<file path="config.mk">
export PLATFORM = sky130hd
export DESIGN_NAME = par_serial_gen_flat
export DESIGN_NICKNAME = d
export VERILOG_FILES = /design/src/rtl/ps_pkg.sv /design/src/rtl/par_serial_gen_if.sv /design/src/rtl/ps_hold_reg.sv /design/src/rtl/par_serial_gen.sv /design/src/flat_wrapper.sv
export SDC_FILE = /design/constraint.sdc
export NUM_CORES = 1
export LEC_CHECK = 0
export CELL_PAD_IN_SITES_DETAIL_PLACEMENT = 1
export CELL_PAD_IN_SITES_GLOBAL_PLACEMENT = 1
export CORE_MARGIN = 4
export CORE_UTILIZATION = 49
export DETAILED_ROUTE_END_ITERATION = 6
export DONT_BUFFER_PORTS = 1
export GPL_ROUTABILITY_DRIVEN = 0
export MAX_ROUTING_LAYER = met4
export PLACE_DENSITY = 0.89
export SYNTH_ARGS = -nofsm -noshare
export SYNTH_HDL_FRONTEND = slang
export SYNTH_SLANG_ARGS = --single-unit
</file>
<file path="constraint.sdc">
create_clock -name clk_32f -period 2.7 [get_ports clk_32f]
set_input_delay 0.27 -clock clk_32f [delete_from_list [all_inputs] [get_ports clk_32f]]
set_output_delay 0.27 -clock clk_32f [all_outputs]
set_load 0.01 [all_outputs]
</file>
<file path="src/rtl/ps_pkg.sv">
// Shared constants for the parallel-to-serial generator: default word width,
// default idle symbol and idle-counter width, plus a saturating increment helper.
package ps_pkg;

  localparam int         DEF_DATA_W   = 8;
  localparam logic [7:0] DEF_IDLE_SYM = 8'hBC;
  localparam int         IDLE_CNT_W   = 16;

  function automatic logic [IDLE_CNT_W-1:0] sat_inc(input logic [IDLE_CNT_W-1:0] value);
    return (&value) ? value : value + IDLE_CNT_W'(1);
  endfunction

endpackage

</file>
<file path="src/rtl/par_serial_gen_if.sv">
// Parallel word handshake between a word source (master) and the serializer (slave).
interface par_serial_gen_if
  import ps_pkg::*;
#(
  parameter int DATA_W = DEF_DATA_W
);

  logic              valid_in_PS;
  logic [DATA_W-1:0] data_in_PS;
  logic              ready_out_PS;

  modport master (
    output valid_in_PS,
    output data_in_PS,
    input  ready_out_PS
  );

  modport slave (
    input  valid_in_PS,
    input  data_in_PS,
    output ready_out_PS
  );

endinterface

</file>
<file path="src/rtl/ps_hold_reg.sv">
// One-entry hold buffer for accepted parallel words, with the ready/transfer logic.
module ps_hold_reg
  import ps_pkg::*;
#(
  parameter int DATA_W = DEF_DATA_W
) (
  input  logic              clk_32f,
  input  logic              reset,
  input  logic              load_edge,
  input  logic              word_valid,
  input  logic [DATA_W-1:0] word_data,
  output logic              word_ready,
  output logic              word_xfer,
  output logic              buf_full,
  output logic [DATA_W-1:0] buf_data
);

  logic              full_reg;
  logic              full_next;
  logic [DATA_W-1:0] data_reg;
  logic [DATA_W-1:0] data_next;

  // A load edge always frees the slot, so a word can be taken even when full.
  assign word_ready = !reset && (!full_reg || load_edge);
  assign word_xfer  = word_valid && word_ready;
  assign buf_full   = full_reg;
  assign buf_data   = data_reg;

  always_comb begin
    full_next = full_reg;
    data_next = data_reg;
    if (load_edge) begin
      // Held word drains to the shifter; an empty buffer lets the new word bypass.
      full_next = full_reg && word_xfer;
      if (full_reg && word_xfer) begin
        data_next = word_data;
      end
    end else if (word_xfer) begin
      full_next = 1'b1;
      data_next = word_data;
    end
  end

  always_ff @(posedge clk_32f) begin
    if (reset) begin
      full_reg <= 1'b0;
      data_reg <= '0;
    end else begin
      full_reg <= full_next;
      data_reg <= data_next;
    end
  end

endmodule

</file>
<file path="src/rtl/par_serial_gen.sv">
// Parallel-to-serial generator, MSB first, idle word fill when no data is held.
// Optional PS_IDLE_CNT_EN adds a saturating count of idle words sent (idle_count_PS).
module par_serial_gen
  import ps_pkg::*;
#(
  parameter int              DATA_W    = DEF_DATA_W,
  parameter logic [DATA_W-1:0] IDLE_WORD = DATA_W'(DEF_IDLE_SYM)
) (
  input  logic                  clk_32f,
  input  logic                  reset,
  par_serial_gen_if.slave       ps_bus,
  output logic                  data_out_PS,
  output logic                  word_start_PS,
  output logic                  idle_out_PS
`ifdef PS_IDLE_CNT_EN
  ,
  output logic [IDLE_CNT_W-1:0] idle_count_PS
`endif
);

  localparam int               CNT_W    = $clog2(DATA_W);
  localparam logic [CNT_W-1:0] CNT_LAST = CNT_W'(DATA_W - 1);

  logic [CNT_W-1:0]  cnt_reg;
  logic              first_reg;
  logic              load_edge;
  logic [DATA_W-1:0] shift_reg;
  logic              data_out_reg;
  logic              word_start_reg;
  logic              idle_out_reg;

  logic              word_ready;
  logic              word_xfer;
  logic              buf_full;
  logic [DATA_W-1:0] buf_data;
  logic [DATA_W-1:0] load_word;
  logic              sel_idle;

  // first_reg makes the first edge out of reset a load edge regardless of counter.
  assign load_edge = first_reg || (cnt_reg == CNT_LAST);

  ps_hold_reg #(
    .DATA_W (DATA_W)
  ) u_hold (
    .clk_32f    (clk_32f),
    .reset      (reset),
    .load_edge  (load_edge),
    .word_valid (ps_bus.valid_in_PS),
    .word_data  (ps_bus.data_in_PS),
    .word_ready (word_ready),
    .word_xfer  (word_xfer),
    .buf_full   (buf_full),
    .buf_data   (buf_data)
  );

  assign ps_bus.ready_out_PS = word_ready;

  always_comb begin
    load_word = IDLE_WORD;
    sel_idle  = 1'b1;
    if (buf_full) begin
      load_word = buf_data;
      sel_idle  = 1'b0;
    end else if (word_xfer) begin
      load_word = ps_bus.data_in_PS;
      sel_idle  = 1'b0;
    end
  end

  always_ff @(posedge clk_32f) begin
    if (reset) begin
      cnt_reg        <= '0;
      first_reg      <= 1'b1;
      shift_reg      <= '0;
      data_out_reg   <= 1'b0;
      word_start_reg <= 1'b0;
      idle_out_reg   <= 1'b0;
    end else if (load_edge) begin
      // MSB goes straight to the output register; the rest waits in the shifter.
      cnt_reg        <= '0;
      first_reg      <= 1'b0;
      data_out_reg   <= load_word[DATA_W-1];
      shift_reg      <= {load_word[DATA_W-2:0], 1'b0};
      word_start_reg <= 1'b1;
      idle_out_reg   <= sel_idle;
    end else begin
      cnt_reg        <= cnt_reg + CNT_W'(1);
      data_out_reg   <= shift_reg[DATA_W-1];
      shift_reg      <= {shift_reg[DATA_W-2:0], 1'b0};
      word_start_reg <= 1'b0;
    end
  end

  assign data_out_PS   = data_out_reg;
  assign word_start_PS = word_start_reg;
  assign idle_out_PS   = idle_out_reg;

`ifdef PS_IDLE_CNT_EN
  logic [IDLE_CNT_W-1:0] idle_cnt_reg;

  always_ff @(posedge clk_32f) begin
    if (reset) begin
      idle_cnt_reg <= '0;
    end else if (load_edge && sel_idle) begin
      idle_cnt_reg <= sat_inc(idle_cnt_reg);
    end
  end

  assign idle_count_PS = idle_cnt_reg;
`endif

endmodule

</file>
<file path="src/flat_wrapper.sv">
// flat-port wrapper written by rule: the top's interface ports become plain ports
module par_serial_gen_flat import ps_pkg::*;
#(
  parameter int              DATA_W    = DEF_DATA_W,
  parameter logic [DATA_W-1:0] IDLE_WORD = DATA_W'(DEF_IDLE_SYM)
)
  (clk_32f, reset, data_out_PS, word_start_PS, idle_out_PS, ps_bus_valid_in_PS, ps_bus_data_in_PS, ps_bus_ready_out_PS);
  par_serial_gen_if #(.DATA_W(DATA_W)) ps_bus_i ();
  input  logic clk_32f;
  input  logic reset;
  output logic data_out_PS;
  output logic word_start_PS;
  output logic idle_out_PS;
  input wire logic [$bits(ps_bus_i.valid_in_PS)-1:0] ps_bus_valid_in_PS;
  input wire logic [$bits(ps_bus_i.data_in_PS)-1:0] ps_bus_data_in_PS;
  output wire logic [$bits(ps_bus_i.ready_out_PS)-1:0] ps_bus_ready_out_PS;
  assign ps_bus_i.valid_in_PS = ps_bus_valid_in_PS;
  assign ps_bus_i.data_in_PS = ps_bus_data_in_PS;
  assign ps_bus_ready_out_PS = ps_bus_i.ready_out_PS;
  par_serial_gen #(.DATA_W(DATA_W), .IDLE_WORD(IDLE_WORD)) u_core (.clk_32f(clk_32f), .reset(reset), .ps_bus(ps_bus_i), .data_out_PS(data_out_PS), .word_start_PS(word_start_PS), .idle_out_PS(idle_out_PS));
endmodule
</file>
After elaboration in Yosys (flattened, before gate mapping)
Index checks and enable logic that the tools add are counted.
- flip-flop bits (word level): 24
- logic and storage cells: 33
- add/subtract/negate cells: 1
- eq/ne operators: 2
- multiplexer cells: 12
- reduce and logical (&&, ||, !) cells: 10
- operators with widths (operator ; count):
    8-bit 2-to-1 mux ; 6
    1-bit 2-to-1 mux ; 6
    3-bit by 1-bit adder with 3-bit output (second input constant) ; 1
    3-bit equality test (second input constant) ; 1
    1-bit logical AND ; 3
    1-bit zero test ; 2
    1-bit logical OR ; 2
    2-bit by 1-bit != test with 1-bit output (second input constant) ; 1
    2-bit AND reduction ; 1
    2-bit nonzero test ; 1
    2-bit OR reduction ; 1

Depth between registers and ports, before layout
- depth in word-level cells: 8
- depth in mapped cells: 6
- depth with buffers taken out: 5

Modules after synthesis
Synthesis repeated with hierarchy kept, for this count alone.
- cells, all modules: 99
- area, all modules: 983.4 µm²
- by module, submodules not included (module ; instances ; cells an instance ; area each (µm²) ; seq. area each (µm²)):
    par_serial_gen ; 1 ; 55 ; 540.5 ; 280.3
    ps_hold_reg ; 1 ; 44 ; 442.9 ; 180.2

Worst setup path before layout
OpenSTA, ideal clock, no wires.
- path kind: register to register
- start: register u_core.cnt_reg[0]
- end: register u_core.u_hold.data_reg[0], in the netlist u_core.u_hold.buf_data[0]
- setup time: 0.121 ns
- data arrival time: 1.462 ns
- data required time: 2.579 ns
- path slack: 1.118 ns
- stages on the path, launching flop included: 6
- clock period less this slack: 1.582 ns
- path through: dfxtp_1 -> ha_1 -> ha_1 -> o21a_1 -> o21ai_4 -> mux2_2
- word-level cells in the longest chain between the ends: 8
- ends and longest elaborated chain (what ; line ; text):
    from (decl) ; par_serial_gen.sv:24 ; logic [CNT_W-1:0] cnt_reg;
    from (signal assigned) ; par_serial_gen.sv:87 ; cnt_reg <= cnt_reg + CNT_W'(1);
    3-bit equality test * ; par_serial_gen.sv:40 ; assign load_edge = first_reg || (cnt_reg == CNT_LAST);
    1-bit logical OR * ; par_serial_gen.sv:40 ;
    1-bit logical OR ; ps_hold_reg.sv:24 ; assign word_ready = !reset && (!full_reg || load_edge);
    1-bit logical AND ; ps_hold_reg.sv:24 ;
    1-bit logical AND ; ps_hold_reg.sv:25 ; assign word_xfer = word_valid && word_ready;
    1-bit logical AND ; ps_hold_reg.sv:35 ; if (full_reg && word_xfer) begin
    2-bit by 1-bit != test with 1-bit output (no line) ; n/a ;
    2-bit AND reduction (no line) ; n/a ;
    to (signal assigned) ; ps_hold_reg.sv:50 ; data_reg <= data_next;
    to (decl) ; ps_hold_reg.sv:20 ; logic [DATA_W-1:0] data_reg;
Every way passes the cells marked *; elsewhere a longest branch is shown, timed or not.
A chain may end at the register's enable or synchronous reset.

Worst setup path after layout
- start: register u_core.cnt_reg[0]
- end: output port ps_bus_ready_out_PS
- word-level cells in the longest chain between the ends: 4
- ends and longest elaborated chain (what ; line ; text):
    3-bit equality test ; par_serial_gen.sv:40 ;
    1-bit logical OR ; par_serial_gen.sv:40 ;
    1-bit logical OR ; ps_hold_reg.sv:24 ;
    1-bit logical AND ; ps_hold_reg.sv:24 ;
    to (decl) ; flat_wrapper.sv:16 ; output wire logic [$bits(ps_bus_i.ready_out_PS)-1:0] ps_bus_ready_out_PS;
Every way passes these cells.

==> impl_metrics.env <==
export IMPL_firstDrtPassIters=4
export IMPL_synth_area_leaders="dfxtp_1, mux2_2, nor2b_1"
export IMPL_drtAntennaViolNets=0
export IMPL_syn2layout_area_growth_pct=6.83
export IMPL_ff2ff_setup_slack_ns=0.92
export IMPL_dp_cells=113
export IMPL_numClockSinks=23
export IMPL_grt_overflow_total=0
export IMPL_rows=15
export IMPL_coreArea_mm2=0.00176
export IMPL_cts_setup_buffers=0
export IMPL_htreeDepth=1
export IMPL_ios=15
export IMPL_synth_cells=93
export IMPL_ir_drop_v=0.000499
export IMPL_relSlewSlack=0.664
export IMPL_powerDensity_mw_per_mm2=598
export IMPL_wl_met1_um=918
export IMPL_synth_nets=106
export IMPL_slew_violations=0
export IMPL_dr_wl_met3_um=152
export IMPL_tightest_slew_ns=0.503
export IMPL_fmax_mhz=505
export IMPL_io_buffers=0
export IMPL_start_util=0.530
export IMPL_reg2reg_from="u_core.cnt_reg[0]"
export IMPL_vias_per_cell=5.93
export IMPL_cts_root_buffer="clkbuf_4"
export IMPL_rr_endpoint="u_core.shift_reg[2]"
export IMPL_worst_slack_ns=0.719
export IMPL_routedWlPerCell_um=19.9
export IMPL_antenna_cells=0
export IMPL_wirelength_um=2380
export IMPL_finalCriticalPeriod_ns=1.98
export IMPL_synth_area_um2=935
export IMPL_arrival_ns=1.71
export IMPL_fin_crit_sh=0.734
export IMPL_p_leak_nw=0.380
export IMPL_fin_area_um2=998
export IMPL_setup_viol=0
export IMPL_remaining_drc_errors=0
export IMPL_worstSkewPairLatency_ns=0.31
export IMPL_crit_type="reg2out"
export IMPL_crit_start="u_core.cnt_reg[0]"
export IMPL_dpl_instance_area_um2=938
export IMPL_maxCapViolCount=0
export IMPL_stdcell_count=120
export IMPL_top_layer="met4"
export IMPL_largest_reg_flops=8
export IMPL_drt_iter0_markers=12
export IMPL_numCtsBuffers=3
export IMPL_finClkSkew_ns=0.00230
export IMPL_holdCritPathClass="in2reg"
export IMPL_place_hpwl_um=1620
export IMPL_yosys_area_top_type_share=0.493
export IMPL_synth_mux_area_frac=0.0950
export IMPL_die_height_um=51.7
export IMPL_crit_path_max_fanout=8
export IMPL_setup_tns_ns=0
export IMPL_synth_top_family_by_area="simple AND/OR/NAND/NOR gates"
export IMPL_cts_tree="done"
export IMPL_clk_pin_slew_ns=0.13
export IMPL_drive_gt1_frac=0.158
export IMPL_postCtsResizedCells=0
export IMPL_place_ws_ns=0.935
export IMPL_status="finished clean"
export IMPL_finalHoldViolations=0
export IMPL_yosys_area_share_adder=0.0268
export IMPL_synth_top_area_cell="dfxtp_1"
export IMPL_synth_seq_area_share=0.493
export IMPL_start_kind="flip-flop"
export IMPL_clockBufferDepth=2
export IMPL_die_area_mm2=0.00267
export IMPL_synth_compound_area_frac=0.153
export IMPL_synth_seq_cells=23
export IMPL_syn_avg_cell_area_um2=10.0
export IMPL_dr_wl_met2_um=1220
export IMPL_nNetsFinal=109
export IMPL_grt_pass1_wl_um=3900
export IMPL_vias=711
export IMPL_antenna_found_initial=0
export IMPL_synth_xor_area_frac=0
export IMPL_grt_pass1_vias=786
export IMPL_rsz0062_at_grt="false"
export IMPL_critPathRequiredTime_ns=2.43
export IMPL_synth_cell_types=25
export IMPL_grt_util_all_layers=0.215
export IMPL_rr_worst_depth=6
export IMPL_grt_max_degree=26
export IMPL_synthSimpleGateAreaFrac=0.191
export IMPL_endpoint_kind="primary output"
export IMPL_cp_endpoint="ps_bus_ready_out_PS"
export IMPL_fp_dieW_um=51.7
export IMPL_yosys_warnings=0
where the power goes:
| group | total, W | internal [W] | switching (W) |
|---|---|---|---|
| logic | 0.0000608 | 0.0000294 | 0.0000314 |
| registers | 0.000372 | 0.000359 | 0.0000129 |
| clock network | 0.000164 | 0.0000565 | 0.000108 |
| total | 0.000597 | 0.000445 | 0.000152 |
cell usage after synthesis (all sizes together):
master	count
nor3	4
nand2b	2
mux2i	1
a221oi	2
inv	1
or2	1
nand3	1
a21oi	8
clkbuf	1
or3	1
or3b	1
nor2	4
o21a	1
o21ai	3
o221ai	5
nor2b	8
ha	2
nand2	8
mux2	7
dfxtp	23
a21boi	1
nor3b	3
buf	5
cells in the final DEF, fill, tap and decap left out, drive strengths merged:
master | synthesis | final
dfxtp | 23 | 23
buf | 5 | 1
mux2i | 1 | 1
clkbuf | 1 | 3
dlygate4sd3 | 0 | 3
mux2 | 7 | 7
a21boi | 1 | 1
nand3 | 1 | 1
inv | 1 | 1
o221ai | 5 | 5
nor2 | 4 | 4
or3b | 1 | 1
nor3 | 4 | 4
a21oi | 8 | 8
nor3b | 3 | 3
o21a | 1 | 1
nand2b | 2 | 2
clkinvlp | 0 | 1
o21ai | 3 | 3
nand2 | 8 | 8
or3 | 1 | 1
ha | 2 | 2
a221oi | 2 | 2
or2 | 1 | 1
nor2b | 8 | 8
worst max-delay path, stage by stage (launching register included):
cell,delay [ns]
dfxtp_1,0.34
ha_1,0.20
ha_1,0.23
nor2_1,0.41
a21oi_1,0.22
final cells by class:
cell class / count / area (um2)
fillers: 227 / 766
multi-input cells: 63 / 435
clock inverters: 1 / 7.51
flip-flops and latches: 23 / 460
clock buffers: 3 / 22.5
well taps: 25 / 31.3
inverters: 1 / 3.75
repair buffers: 4 / 37.5
per-layer routing:
metal	vias to the layer above	track usage
li1	332	-
met4	0	0.0961
met2	22	0.377
met1	349	0.221
met5	-	-
met3	8	0.0630
per-stage QoR:
step           total power (W)  hold WS (ns)   util
2_1_floorplan         0.000425         0.360      -
3_5_place_dp          0.000434         0.300  0.532
6_report              0.000597        0.0133  0.566
5_1_grt               0.000628       0.00188  0.566
4_1_cts               0.000594       0.00268  0.555
3_3_place_gp          0.000427         0.300  0.532
worst min-delay path by stage:
stage                     slack [ns]                 end   from  depth (start not counted)
after floorplan                 0.36    u_core.first_reg  reset                          1
after global placement          0.30    u_core.first_reg  reset                          0
after detailed placement        0.30    u_core.first_reg  reset                          0
after CTS                      0.003   u_core.cnt_reg[1]  reset                          1
after global routing           0.002   u_core.cnt_reg[0]  reset                          1
final                           0.01  u_core.idle_out_PS  reset                          1
kinds of logic (layout without fill, tap and decap cells):
kind of cell	Yosys count	count (layout)
AOI/OAI and AO/OA	20	20
muxes	8	8
DFF	23	23
adders and majority gates	2	2
and+or+nand+nor	33	33
buffers and inverters	7	9
repair_timing:
action,CTS,global route
endpoints found under the setup margin,0,0
hold buffers,1,2
hold endpoints to repair,3,5
No activity file was read; power rests on OpenSTA's default activity.
